$ cat config.mk
export PLATFORM = sky130hd
export DESIGN_NAME = adc_gray_counter_flat
export DESIGN_NICKNAME = d
export VERILOG_FILES = /design/src/rtl/adc_gray_counter_if.sv /design/src/rtl/adc_gray_counter.sv /design/src/flat_wrapper.sv
export SDC_FILE = /design/constraint.sdc
export NUM_CORES = 1
export LEC_CHECK = 0
export BUFFER_PORTS_ARGS = -buffer_cell sky130_fd_sc_hd__clkbuf_2
export CAP_MARGIN = 25
export CORE_MARGIN = 1
export CORE_UTILIZATION = 55
export CTS_BUF_LIST = sky130_fd_sc_hd__clkbuf_8
export CTS_CLUSTER_DIAMETER = 100
export DETAILED_ROUTE_END_ITERATION = 6
export GPL_TIMING_DRIVEN = 0
export PLACE_DENSITY = 0.82
export SKIP_LAST_GASP = 1
export SLEW_MARGIN = 5
export SYNTH_ARGS = -nofsm -noshare
export SYNTH_HDL_FRONTEND = slang
export SYNTH_SLANG_ARGS = --single-unit
$ cat constraint.sdc
create_clock -name clk -period 2.27 [get_ports clk]
set_clock_uncertainty 0.05 [all_clocks]
set_input_delay 0.454 -clock clk [delete_from_list [all_inputs] [get_ports clk]]
set_output_delay 0.454 -clock clk [all_outputs]
set_load 0.05 [all_outputs]
$ cat src/rtl/adc_gray_counter_if.sv
// Handshake and result bus between the ramp ADC Gray counter and its consumer.
// The consumer side (master) requests conversions, supplies the raw comparator
// and acknowledges results; the counter side (slave) returns codes and status.
interface adc_gray_counter_if #(
  parameter int WIDTH = 8
);
  logic             start;
  logic             comp_in;
  logic             ack;
  logic             ramp_rst;
  logic [WIDTH-1:0] gray_count;
  logic [WIDTH-1:0] gray_value;
  logic             valid;
  logic             busy;
  logic             overflow;

  modport master (
    output start, comp_in, ack,
    input  ramp_rst, gray_count, gray_value, valid, busy, overflow
  );

  modport slave (
    input  start, comp_in, ack,
    output ramp_rst, gray_count, gray_value, valid, busy, overflow
  );
endinterface

$ cat src/rtl/adc_gray_counter.sv
// Single-slope ramp ADC counter. A conversion releases the ramp, counts in
// binary while publishing the count as Gray code, and latches the Gray code
// when the synchronized comparator trips. If the comparator never trips, the
// result saturates at full scale and overflow is flagged. Results are held
// until the consumer acknowledges them.
// SYNC_STAGES must be at least 2 so the comparator is properly synchronized.
module adc_gray_counter #(
  parameter int WIDTH       = 8,
  parameter int SYNC_STAGES = 2
) (
  input  logic              clk,
  input  logic              reset,
  adc_gray_counter_if.slave bus
);

  typedef enum logic [1:0] {
    IDLE = 2'd0,
    RAMP = 2'd1,
    HOLD = 2'd2
  } state_t;

  localparam logic [WIDTH-1:0] MAX_CNT  = '1;
  localparam logic [WIDTH-1:0] MAX_GRAY = MAX_CNT ^ (MAX_CNT >> 1);

  state_t                 state;
  state_t                 state_next;
  logic [SYNC_STAGES-1:0] sync_q;
  logic                   comp_sync;
  logic [WIDTH-1:0]       bin_cnt;
  logic [WIDTH-1:0]       bin_cnt_next;
  logic [WIDTH-1:0]       gray_next;
  logic [WIDTH-1:0]       gray_count_q;
  logic [WIDTH-1:0]       gray_value_q;
  logic [WIDTH-1:0]       gray_value_next;
  logic                   valid_q;
  logic                   valid_next;
  logic                   overflow_q;
  logic                   overflow_next;

  // Shift the asynchronous comparator through a flop chain before the FSM sees it
  always_ff @(posedge clk or posedge reset) begin
    if (reset) begin
      sync_q <= '0;
    end else begin
      sync_q <= {sync_q[SYNC_STAGES-2:0], bus.comp_in};
    end
  end

  assign comp_sync = sync_q[SYNC_STAGES-1];

  // Register state, counter, published Gray count and latched result
  always_ff @(posedge clk or posedge reset) begin
    if (reset) begin
      state        <= IDLE;
      bin_cnt      <= '0;
      gray_count_q <= '0;
      gray_value_q <= '0;
      valid_q      <= 1'b0;
      overflow_q   <= 1'b0;
    end else begin
      state        <= state_next;
      bin_cnt      <= bin_cnt_next;
      gray_count_q <= gray_next;
      gray_value_q <= gray_value_next;
      valid_q      <= valid_next;
      overflow_q   <= overflow_next;
    end
  end

  // Next-state, counter and result-latch decisions for the conversion sequence
  always_comb begin
    state_next      = state;
    bin_cnt_next    = bin_cnt;
    gray_value_next = gray_value_q;
    valid_next      = valid_q;
    overflow_next   = overflow_q;

    unique case (state)
      IDLE: begin
        bin_cnt_next = '0;
        if (bus.start) begin
          state_next    = RAMP;
          overflow_next = 1'b0;
        end
      end
      RAMP: begin
        if (comp_sync) begin
          gray_value_next = gray_count_q;
          valid_next      = 1'b1;
          overflow_next   = 1'b0;
          state_next      = HOLD;
        end else if (bin_cnt == MAX_CNT) begin
          gray_value_next = MAX_GRAY;
          valid_next      = 1'b1;
          overflow_next   = 1'b1;
          state_next      = HOLD;
        end else begin
          bin_cnt_next = bin_cnt + 1'b1;
        end
      end
      HOLD: begin
        if (bus.ack) begin
          valid_next   = 1'b0;
          bin_cnt_next = '0;
          state_next   = IDLE;
        end
      end
      default: begin
        state_next   = IDLE;
        bin_cnt_next = '0;
      end
    endcase
  end

  // Gray encoding of the next binary count so the registered code tracks bin_cnt exactly
  always_comb begin
    gray_next = bin_cnt_next ^ (bin_cnt_next >> 1);
  end

  assign bus.ramp_rst   = (state != RAMP);
  assign bus.busy       = (state != IDLE);
  assign bus.gray_count = gray_count_q;
  assign bus.gray_value = gray_value_q;
  assign bus.valid      = valid_q;
  assign bus.overflow   = overflow_q;

endmodule

$ cat src/flat_wrapper.sv
// flat-port wrapper written by rule: the top's interface ports become plain ports
module adc_gray_counter_flat 
#(
  parameter int WIDTH       = 8,
  parameter int SYNC_STAGES = 2
)
  (clk, reset, bus_start, bus_comp_in, bus_ack, bus_ramp_rst, bus_gray_count, bus_gray_value, bus_valid, bus_busy, bus_overflow);
  adc_gray_counter_if #(.WIDTH(WIDTH)) bus_i ();
  input  logic clk;
  input  logic reset;
  input wire logic [$bits(bus_i.start)-1:0] bus_start;
  input wire logic [$bits(bus_i.comp_in)-1:0] bus_comp_in;
  input wire logic [$bits(bus_i.ack)-1:0] bus_ack;
  output wire logic [$bits(bus_i.ramp_rst)-1:0] bus_ramp_rst;
  output wire logic [$bits(bus_i.gray_count)-1:0] bus_gray_count;
  output wire logic [$bits(bus_i.gray_value)-1:0] bus_gray_value;
  output wire logic [$bits(bus_i.valid)-1:0] bus_valid;
  output wire logic [$bits(bus_i.busy)-1:0] bus_busy;
  output wire logic [$bits(bus_i.overflow)-1:0] bus_overflow;
  assign bus_i.start = bus_start;
  assign bus_i.comp_in = bus_comp_in;
  assign bus_i.ack = bus_ack;
  assign bus_ramp_rst = bus_i.ramp_rst;
  assign bus_gray_count = bus_i.gray_count;
  assign bus_gray_value = bus_i.gray_value;
  assign bus_valid = bus_i.valid;
  assign bus_busy = bus_i.busy;
  assign bus_overflow = bus_i.overflow;
  adc_gray_counter #(.WIDTH(WIDTH), .SYNC_STAGES(SYNC_STAGES)) u_core (.clk(clk), .reset(reset), .bus(bus_i));
endmodule
-- Yosys cells after proc, flatten, opt, wreduce, memory -nomap -nowiden
Index checks and enable logic that the tools add are counted.
- $mul: 0
- shifts and indexed selects: 0
- add/subtract/negate cells: 1
- magnitude comparators: 0
- divide/modulo/power cells: 0
- bitwise logic cells: 1
- eq/ne operators: 7
- reduce and logical (&&, ||, !) cells: 9
- multiplexer cells: 18
- operators with widths (cell ; count):
    8-bit 2-to-1 mux ; 5
    8-bit case mux with 2 select lines ; 1
    3-bit AND reduction ; 3
    8-bit by 1-bit adder with 8-bit output (second input constant) ; 1
    8-bit equality test (second input constant) ; 1
    2-bit 2-to-1 mux ; 4
    2-bit nonzero test ; 4
    8-bit by 7-bit XOR with 8-bit output ; 1
    2-bit case mux with 3 select lines ; 1
    1-bit 2-to-1 mux ; 5
    2-bit != test (second input constant) ; 2
    1-bit case mux with 2 select lines ; 2
    3-bit by 1-bit != test with 1-bit output (second input constant) ; 1
    2-bit by 1-bit equality test with 1-bit output (second input constant) ; 1
    2-bit equality test (second input constant) ; 1
    2-bit zero test ; 1
    2-bit by 1-bit != test with 1-bit output (second input constant) ; 1
    2-bit AND reduction ; 1
- latch bits: 0
- input port bits: 5
- output and inout bits: 20
- memory bits (read-only): 0
- bits in writable memories: 0
- memories: 0
- word-level logic and storage cells: 43
- flip-flop bits (word level): 30

-- Logic depth before layout (Yosys ltp)
- word-level depth: 5
- depth in mapped cells: 8

-- Least setup slack after synthesis
OpenSTA, ideal clock, no wires.
- path kind: register to register
- from: register u_core.state[0]
- to: register u_core.gray_value_q[7] (netlist: u_core.bus.gray_value[7])
- cell stages (with the launch flop): 7
- arrival time: 1.768 ns
- path slack: 0.316 ns
- period minus slack after synthesis: 1.954 ns
- cells stage by stage: dfrtp_1 > ha_1 > buf_2 > inv_1 > nor2_1 > nor2_1 > a21oi_1
- cells in the longest elaborated chain, start to end: 2
- RTL lines (element ; RTL line ; source):
    start: declaration ; adc_gray_counter.sv:25 ; state_t state;
    start signal: assignment ; adc_gray_counter.sv:61 ; state <= state_next;
    2-bit by 1-bit equality test with 1-bit output ; adc_gray_counter.sv:78 ; unique case (state)
    2-bit AND reduction (no source line) ; - ;
    end signal: assignment ; adc_gray_counter.sv:64 ; gray_value_q <= gray_value_next;
    end: declaration ; adc_gray_counter.sv:33 ; logic [WIDTH-1:0] gray_value_q;
Every way passes these cells.
A chain may end at the register's enable or synchronous reset.

-- Worst setup path in the final report
- from: register u_core.state[1]
- to: output bus_ramp_rst
- cells in the longest elaborated chain, start to end: 1
- RTL lines (element ; RTL line ; source):
    2-bit by 1-bit != test with 1-bit output ; adc_gray_counter.sv:120 ; assign bus.ramp_rst = (state != RAMP);
    end: declaration ; flat_wrapper.sv:14 ; output wire logic [$bits(bus_i.ramp_rst)-1:0] bus_ramp_rst;
Every way passes these cells.

==> results.cfg <==
[status]
status = complete, no violations

[die]
coreArea_sq_mm = 0.002500
io_pins = 25
die_h_um = 53.48
die_w_um = 53.48
num_rows = 18
initial_core_util_pct = 58.31
die_area_sq_mm = 0.002860

[sta]
fin_crit_sh_pct = 93.36
fmax_ghz = 0.4718
rsz0062_at_grt = no
tightest_slew_ps = 616.4
fin_crit_ps = 2119
fin_tns_setup_ps = 0
hold_violations = 0
slew_headroom_pct = 58.86
final_max_slew_viol_count = 0
setup_violations = 0

[clock_network]
path_clk_slew_ps = 60
ctsHoldBuffers = 0
worstSkewPairLatency_ps = 280
cts_sinks = 29
cts_tree = done
cts_root_buf = clkbuf_8
cts_max_path_buffers = 2
cts_inserted_buffers = 5
cts_htree_levels = 2

[logic_synthesis]
postSynthAreaPerCell_sq_um = 10.34
ys_ff_latch = 29
synth_top_cell_area_share_pct = 49.79
yosys_warnings = 0
synth_area_sq_mm = 0.001458
syn_nets = 150
synthMuxAreaShare_pct = 0
syn_inst = 141
synth-xor-area-share_pct = 4.206
synthFlopType = dfrtp_1
synthArstFlopShare_pct = 100.0
synth_edf_count = 0
synth.largest_area_cell = dfrtp_1
synth-simple-area-share_pct = 17.42
synth_area_leaders = dfrtp_1 (50%), a22o_1 (4.2%), nor2_1 (4.1%)
synth.distinct_cells = 43
synth_top_family_by_area = compound AO/OA/AOI/OAI gates
synth_seq_area_share_pct = 49.79
synth_compound_area_share_pct = 20.34
synth_adder_area_share_pct = 3.433

[detailed_routing]
wire_per_inst_um = 17.10
ant_nets = 0
dr_total_vias = 1259
avgViaCountPerCell = 6.172
routed_wl_mm = 3.488
drtPass1Iterations = 4
post-route-drc-count = 0
first_iter_violations = 62

[setup_path]
start_kind = register
ff2ff_setup_slack_ps = 160
r2r-start = u_core.bin_cnt[1]
crit_type = register to output port
worst-path-max-fanout = 10
worstPathArrival_ps = 1620
worstPathRequired_ps = 1770
r2r-end = u_core.bus.gray_count[3]
critPathCaptureType = output port
reg2reg_depth = 6

[cells_and_area]
area_delta_synth_final_pct = 19.40
final_nets = 182
final_common_cell = dfrtp_1
drive_gt1_share_pct = 28.16
n_antenna_cell = 0
layout_common_cells = dfrtp_1 (29), clkbuf_2 (25), nor2_1 (15)
nFillCells = 193

[run]
drv_cap = 0

[global_routing]
grt_first_pass_wirelength_mm = 5.423
grt_pass1_vias = 1195
overflow = 0
grt_usage_pct = 27.48
grt_start_max_net_pins = 16
antenna_found_initial = 0

[placement]
io_buffer_count = 24
gp_congestion = 0.8724
hpwl_mm = 2.294

[pwr]
power.density_mw_per_mm2 = 1049
leakagePower_nw = 0.8170
power.total_mw = 1.826
ir_drop_mv = 1.091

[worst_hold_path]
worst_hold_path_type = input pin to asynchronous set/reset pin
==> cell type report <==
type,count,area (sq um),share of cell area (%)
inverter,10,37.54,2.157
multi-input combinational,96,684.4,39.32
timing repair buffer,25,135.1,7.764
tap,30,37.54,2.157
sequential,29,725.7,41.70
clock buffer,5,68.82,3.954
clock inverter,3,17.52,1.006
buffer,6,33.78,1.941
==> sequential cells by signal, indices dropped and copies added (netlist names) <==
register	count
u_core.bin_cnt	8
u_core.bus.gray_value	8
u_core.bus.gray_count	7
u_core.state	2
u_core.sync_q	2
u_core.bus.overflow	1
u_core.bus.valid	1
==> worst max-delay path by stage <==
| stage | from | endpoint | slack, ps |
|---|---|---|---|
| after floorplan | u_core.state[0] | u_core.bus.gray_value[7] | 320 |
| after global placement | u_core.state[0] | u_core.bus.gray_count[3] | 130 |
| after detailed placement | u_core.state[0] | u_core.bus.gray_count[4] | 20 |
| after CTS | u_core.state[0] | u_core.bus.gray_count[4] | 20 |
| after global routing | u_core.state[0] | u_core.bus.gray_count[5] | 5 |
| final | u_core.state[1] | bus_ramp_rst | 150 |
==> worst max-delay path, stage by stage (launching register included) <==
cell and delay, ps:
dfrtp_1 380, inv_1 80, ha_1 190, buf_2 190, inv_1 190, clkbuf_2 310
==> synthesized netlist by cell type, types with 2 or more instances <==
| master | number |
|---|---|
| a311oi_1 | 2 |
| ha_1 | 4 |
| xnor2_1 | 6 |
| a41oi_1 | 2 |
| nand3_1 | 3 |
| a31oi_1 | 2 |
| inv_1 | 10 |
| nand3b_1 | 2 |
| buf_2 | 2 |
| dfrtp_1 | 29 |
| buf_4 | 2 |
| o21ai_0 | 5 |
| a22o_1 | 7 |
| o31ai_1 | 3 |
| nor2_1 | 16 |
| a21oi_1 | 6 |
| a211oi_1 | 3 |
| and2_1 | 5 |
| nand4_1 | 2 |
| nand2_1 | 6 |
| and4b_1 | 2 |
==> through the flow <==
step	cell area [sq um]	util [%]	worst slack (ps)	instances	hold slack (ps)
2_1_floorplan	1458	-	316.0	141	281.2
3_3_place_gp	1615	64.61	130.0	195	293.6
3_5_place_dp	1630	65.22	16.13	196	291.8
4_1_cts	1722	68.87	18.20	204	191.9
5_1_grt	1740	69.62	5.406	204	225.7
6_report	1740	69.62	150.6	204	174.1
==> cell families after synthesis <==
group | Yosys count
xor+xnor | 7
compound gates | 38
buf+inv | 16
flops | 29
fa+ha+maj | 4
simple gates | 47
==> what timing repair did <==
item / 4_1_cts / 5_1_grt
setup buffers: 0 / 0
resized for setup: 1 / 5
endpoints found under the hold margin: 0 / 0
setup endpoints to repair: 1 / 16
==> layer usage <==
metal  GRT usage (%)  share of wire (%)  vias up
li1                -                  -      570
met1           31.36                 40      596
met3           7.471                6.5       20
met2           44.58                 49       73
met4           17.54                4.6        0
met5               0                  0        -
==> power breakdown <==
part,switching (mW),leakage (nW),internal [mW],total (mW)
registers,0.0525,0.391,0.585,0.637
logic,0.583,0.382,0.197,0.780
clock network,0.198,0.0439,0.211,0.408
Power figures use the tool's default switching activity.
